File: config.mk
export PLATFORM = sky130hd
export DESIGN_NAME = if_fetch_unit
export DESIGN_NICKNAME = d
export VERILOG_FILES = /design/src/rtl/if_fetch_unit.sv
export SDC_FILE = /design/constraint.sdc
export NUM_CORES = 1
export LEC_CHECK = 0
export CORE_MARGIN = 1.5
export CORE_UTILIZATION = 55
export CTS_CLUSTER_SIZE = 40
export DETAILED_ROUTE_END_ITERATION = 10
export PLACE_DENSITY = 0.9
export REMOVE_ABC_BUFFERS = 1
export SYNTH_ARGS = -nofsm -noshare
export SYNTH_HDL_FRONTEND = slang
export SYNTH_SLANG_ARGS = --single-unit
File: constraint.sdc
create_clock -name clock -period 7 [get_ports clock]
set_input_delay 1.05 -clock clock [delete_from_list [all_inputs] [get_ports clock]]
set_output_delay 1.05 -clock clock [all_outputs]
set_load 0.02 [all_outputs]
File: src/rtl/if_fetch_unit.sv
// Instruction fetch stage: program counter, instruction-memory read port and a
// 2-entry {pc, instr, misaligned} queue feeding decode over valid/ready.
// Redirects from execute flush the queue; a misaligned target queues a single
// trap marker and halts fetching until the next redirect.
module if_fetch_unit #(
  parameter int unsigned ADDR_WIDTH = 12,
  parameter int unsigned DATA_WIDTH = 32,
  parameter int unsigned RESET_PC   = 0
) (
  input  logic                  clock,
  input  logic                  reset,
  output logic                  imem_read_enable,
  output logic [ADDR_WIDTH-1:0] imem_read_address,
  input  logic [DATA_WIDTH-1:0] imem_read_data,
  input  logic                  redirect_valid,
  input  logic [ADDR_WIDTH-1:0] redirect_pc,
  output logic                  out_valid,
  input  logic                  out_ready,
  output logic [DATA_WIDTH-1:0] out_instr,
  output logic [ADDR_WIDTH-1:0] out_pc,
  output logic                  out_misaligned
);

  localparam int unsigned DEPTH_W = 2;
  localparam logic [ADDR_WIDTH-1:0] PC_RESET = ADDR_WIDTH'(RESET_PC);
  localparam logic [ADDR_WIDTH-1:0] PC_STEP  = ADDR_WIDTH'(4);

  typedef enum logic {
    RUN  = 1'b0,
    HALT = 1'b1
  } state_t;

  typedef struct packed {
    logic [ADDR_WIDTH-1:0] pc;
    logic [DATA_WIDTH-1:0] instr;
    logic                  misaligned;
  } entry_t;

  state_t               state;
  logic [ADDR_WIDTH-1:0] pc;
  logic [DEPTH_W-1:0]   count;
  entry_t               slot0;  // queue head
  entry_t               slot1;  // queue tail when two entries are held

  logic   pop;
  logic   fetch;
  logic   target_misaligned;
  entry_t fetched;
  entry_t trap_entry;

  // Handshake, fetch decision and entry formation for the current cycle
  always_comb begin
    pop               = (count != '0) && out_ready;
    target_misaligned = (redirect_pc[1:0] != 2'b00);
    fetch             = !reset && (state == RUN) && !redirect_valid &&
                        ((count < DEPTH_W'(2)) || pop);
    fetched           = {pc, imem_read_data, 1'b0};
    trap_entry        = {redirect_pc, {DATA_WIDTH{1'b0}}, 1'b1};
  end

  // Memory read port: the address always tracks the PC, the strobe marks a real fetch
  always_comb begin
    imem_read_enable  = fetch;
    imem_read_address = pc;
  end

  // Decode-side view of the queue head; fields forced to zero when empty
  always_comb begin
    out_valid      = (count != '0);
    out_instr      = '0;
    out_pc         = '0;
    out_misaligned = 1'b0;
    if (out_valid) begin
      out_instr      = slot0.instr;
      out_pc         = slot0.pc;
      out_misaligned = slot0.misaligned;
    end
  end

  // Fetch FSM and program counter; redirects take priority over sequential fetch
  always_ff @(posedge clock or posedge reset) begin
    if (reset) begin
      state <= RUN;
      pc    <= PC_RESET;
    end else if (redirect_valid) begin
      if (target_misaligned) begin
        state <= HALT;
        pc    <= {redirect_pc[ADDR_WIDTH-1:2], 2'b00};
      end else begin
        state <= RUN;
        pc    <= redirect_pc;
      end
    end else if (fetch) begin
      pc <= pc + PC_STEP;
    end
  end

  // Two-entry queue: flush on redirect, otherwise push fetched words and pop on handshake
  always_ff @(posedge clock or posedge reset) begin
    if (reset) begin
      count <= '0;
      slot0 <= '0;
      slot1 <= '0;
    end else if (redirect_valid) begin
      if (target_misaligned) begin
        slot0 <= trap_entry;
        count <= DEPTH_W'(1);
      end else begin
        count <= '0;
      end
    end else begin
      unique case ({fetch, pop})
        2'b10: begin
          if (count == '0) begin
            slot0 <= fetched;
          end else begin
            slot1 <= fetched;
          end
          count <= count + DEPTH_W'(1);
        end
        2'b01: begin
          slot0 <= slot1;
          count <= count - DEPTH_W'(1);
        end
        2'b11: begin
          if (count == DEPTH_W'(1)) begin
            slot0 <= fetched;
          end else begin
            slot0 <= slot1;
            slot1 <= fetched;
          end
        end
        default: begin
        end
      endcase
    end
  end

endmodule

---- Yosys cells after proc, flatten, opt, wreduce, memory -nomap -nowiden ----
Index checks and enable logic that the tools add are counted.
word-level totals
  register bits after elaboration ......... 105
  latch bits .............................. 0
  bits in writable memories ............... 0
  memory bits (read-only) ................. 0
  bits of input ports ..................... 48
  logic and storage cells ................. 57
  memories kept ........................... 0
cells by class
  add/sub/neg operators ................... 3
  multipliers ............................. 0
  div/mod/pow operators ................... 0
  $lt $le $gt $ge ......................... 1
  equality and inequality tests ........... 8
  shifts and indexed selects .............. 0
  muxes and demuxes ....................... 18
  bitwise gates (word level) .............. 2
  reduce and logical (&&, ||, !) cells .... 16
operator list
  cell                                                             count
  45-bit two-way mux                                               6
  45-bit case mux with 3 select lines                              1
  45-bit case mux with 2 select lines                              1
  12-bit two-way mux                                               3
  32-bit two-way mux                                               1
  12-bit by 3-bit adder with 12-bit output, second input constant  1
  2-bit nonzero test                                               4
  2-bit by 1-bit == test with 1-bit output, second input constant  2
  2-bit == test, second input constant                             2
  1-bit logical AND                                                4
  2-bit two-way mux                                                2
  2-bit != test, second input constant                             2
  2-bit case mux with 2 select lines                               1
  4-bit AND reduction                                              1
  4-bit nonzero test                                               1
  1-bit two-way mux                                                3
  3-bit != test, second input constant                             1
  3-bit AND reduction                                              1
  3-bit nonzero test                                               1
  2-bit by 1-bit adder with 2-bit output, second input constant    1
  1-bit logical NOT                                                2
  2-bit logical NOT                                                1
  2-bit < comparator, second input constant                        1
  2-bit by 1-bit != test with 1-bit output, second input constant  1
  other kinds (3)                                                  4

---- Depth between registers and ports, before layout ----
  depth after elaboration ................. 7
  mapped depth ............................ 9
  depth with buffers taken out ............ 7

---- Worst setup path after synthesis ----
No wires, ideal clock.
  path type ............................... input -> output
  from .................................... input redirect_valid
  to ...................................... output imem_read_enable
  arrival time ............................ 2.018 ns
  path slack .............................. 3.932 ns
  cell stages on the path ................. 5
  buffers on the path ..................... 2
  path through ............................ buf_6 -> or3_4 -> buf_6 -> a21o_1 -> inv_1
between the ends
  word-level cells in the longest chain between the ends .. 3
ends and longest elaborated chain
  element                          RTL line  text
  start, declared                  15        input logic redirect_valid,
  1-bit logical NOT                55        fetch = !reset && (state == RUN) && !redirect_valid &&
  1-bit logical AND (2 in series)  55
  end, declared                    12        output logic imem_read_enable,
Every way passes these cells.

---- Worst setup path after layout ----
  from .................................... register count[1]
  to ...................................... output imem_read_enable
between the ends
  word-level cells in the longest chain between the ends .. 4
  elaborated cells between the ends (all ways) .. 5
  those cells by class .................... order compare: 1; reduce/logical: 4
ends and longest elaborated chain
  element                                                     RTL line  text
  start, declared                                             41        logic [DEPTH_W-1:0] count;
  start signal, assigned                                      119       count <= count + DEPTH_W'(1);
  start signal, assigned                                      123       count <= count - DEPTH_W'(1);
  branches (longest 2 deep; another with 2-bit < comparator)  -
  1-bit logical OR (*)                                        56        ((count < DEPTH_W'(2)) || pop);
  1-bit logical AND (*)                                       55
Mark *: on every way between the ends.

==> impl_metrics.json <==
{
  "status": "complete, no violations",
  "vias": 4052,
  "wl_met1_mm": 5.47,
  "skew_ps": 11.5,
  "area_delta_synth_final_pct": 25.4,
  "synthXorXnorAreaFrac_pct": 1.16,
  "synth-edff-count": 0,
  "synth_area_leaders": "dfrtp_1 49%, mux2_4 11%, mux2i_1 6.6%, nor2b_1 5.9%, o21ai_0 4.3%",
  "cp.required_ps": 5950,
  "die_height_microns": 101,
  "finalHoldViolations": 0,
  "p_leak_nw": 2.92,
  "ctsRootBufferMaster": "clkbuf_8",
  "setup_viol": 0,
  "post-route-drc-count": 0,
  "synth_area_leader_cell": "dfrtp_1",
  "maxSlewViolCount": 0,
  "placed_cells": 680,
  "synth-seq-area-share_pct": 49.2,
  "clk_latency_ps": 370,
  "highest_layer": "met4",
  "ir_drop_v": 0.000157,
  "yosys_warnings": 0,
  "hold_class": "flop to flop",
  "period_minus_slack_ps": 4330,
  "rsz0062_at_grt": "false",
  "wl_met2_mm": 6.01,
  "met3_length_microns": 729,
  "grt_max_degree": 77,
  "dp_hpwl_mm": 8.02,
  "layout_commonest_cell": "clkdlybuf4s50_1",
  "grt_pass1_wl_mm": 20.4,
  "antenna_found_initial": 0,
  "via_per_inst": 5.82,
  "clock_path_buffers": 2,
  "synthDistinctLibCells": 44,
  "port_buffers": 106,
  "startpoint_type": "flop",
  "synth_top_cell_area_share_pct": 49.2,
  "cts_made_buffers": 9,
  "tightestPinTransition_ps": 1230,
  "synth_area_sq_um": 5290,
  "dr.first_iter.drc_count": 181,
  "setup_tns_ps": 0,
  "overflow": 0,
  "maxSlewHeadroom_pct": 17.9,
  "dieArea_sq_um": 10200,
  "stdcell_count": 696,
  "final_cell_mix": "106 x clkdlybuf4s50_1, 104 x dfrtp_1, 50 x nor2b_1, 47 x nand2_1, 45 x o21ai_0",
  "gp_congestion": 0.908,
  "fin_crit_sh_pct": 61.9,
  "path_class": "flop to primary output",
  "layout-drive-gt1-share_pct": 13.2,
  "synth_top_family_by_area": "multiplexers",
  "crit_path_max_fanout": 50,
  "synthSimpleGateAreaFrac_pct": 14.6,
  "rrSetupSlack_ps": 2780,
  "layout.nets": 613,
  "powerDensity_nw_per_um2": 285,
  "cp.arrival_ps": 3280,
  "num_rows": 35,
  "cts_hold_buf": 0,
  "htreeDepth": 3,
  "synth_fa_ha_area_share_pct": 0.709,
  "cts_num_sinks": 104,
  "grt_use_total_pct": 25.5,
  "critPathLaunch": "count[1]",
  "endpoint_kind": "primary output",
  "hp-start": "slot0[9]",
  "async_flop_share_pct": 100,
  "grt_pass1_vias": 4069,
  "final_antenna_net_count": 0,
  "fmax_mhz": 231,
  "antenna_cells": 0,
  "cts_resized": 0,
  "core-area_sq_um": 9280,
  "synthCells": 473,
  "clk_pin_slew_ps": 100,
  "start_util_pct": 57.0,
  "post_cts_buffers": 0,
  "synth_compound_area_share_pct": 11.7,
  "dr.pass1.iters": 5,
  "fillCellCount": 669,
  "die_width_microns": 101,
  "ys_ff_latch": 104,
  "rr_startpoint": "count[1]",
  "muxShareOfSynthArea_pct": 18.8,
  "routed_wl_mm": 12.4,
  "drv_cap": 0,
  "routedWlPerCell_microns": 17.8,
  "ios": 107,
  "cts_tree": "done",
  "syn_avg_cell_area_sq_um": 11.2,
  "ys_dominant_reg_cell": "dfrtp_1"
}
[where the power goes]
part	internal [mW]	switching, mW	total (mW)
Combinational	0.324	0.260	0.584
Sequential	0.753	0.103	0.856
Clock	0.240	0.212	0.453
Total	1.32	0.575	1.89
[cell type report]
cell class	count	area (sq um)	area share (%)
Inverter	6	25.0	0.377
Clock inverter	6	115	1.73
Timing Repair Buffer	112	1110	16.7
Tap cell	129	161	2.43
Sequential cell	104	2600	39.2
Clock buffer	10	128	1.92
Multi-Input combinational cell	329	2500	37.7
[final timing paths]
path | to | cells past startpoint
max | imem_read_enable | 6
min | slot0[9] | 2
max reg2reg | slot0[21] | 6
min reg2reg | slot0[9] | 2
max in group asynchronous | slot0[4] | 3
min in group asynchronous | slot1[37] | 2
[registers in the layout, summed over array words and instances (netlist names)]
name / flops
state: 1
count: 2
slot1: 44
imem_read_address: 12
slot0: 45
[per-layer routing]
metal,up-vias,track usage [%]
met4,0,8.01
met3,20,4.58
met5,-,0
met2,174,41.7
li1,1829,-
met1,2029,34.6
[worst max-delay path: stages (launching register included)]
cell,delay [ps]
dfrtp_1,500
inv_1,210
ha_2,920
nand2b_1,400
a21o_1,260
inv_1,100
clkdlybuf4s50_1,540
[stage by stage]
stage | setup WS [ps] | hold slack, ps | instance area [sq um] | util [%] | total power [mW]
2_1_floorplan | 2570 | 442 | 5110 | - | 1.22
3_3_place_gp | 2730 | 455 | 6400 | 68.9 | 1.41
3_5_place_dp | 2530 | 463 | 6400 | 68.9 | 1.44
4_1_cts | 2670 | 485 | 6640 | 71.5 | 1.90
5_1_grt | 2390 | 516 | 6640 | 71.5 | 1.99
6_report | 2670 | 485 | 6640 | 71.5 | 1.89
[synthesized netlist by cell type, types with 4 or more instances]
library cell / n
dfrtp_1: 104
nor2b_1: 50
nand2_1: 48
o21ai_0: 45
mux2_4: 40
mux2i_1: 35
clkbuf_1: 23
nor2_1: 17
a22oi_1: 13
a211oi_1: 12
o31ai_1: 11
and3_1: 10
buf_6: 6
inv_1: 6
xnor2_1: 5
mux2_2: 4
[logic make-up after synthesis]
kind of cell	count (synthesis)
AO/OA/AOI/OAI	94
adder cells (fa/ha/maj)	3
AND/OR/NAND/NOR	146
flip-flops	104
buffers and inverters	40
multiplexers	79
XOR/XNOR	7
(Power assumes the default switching activity.)
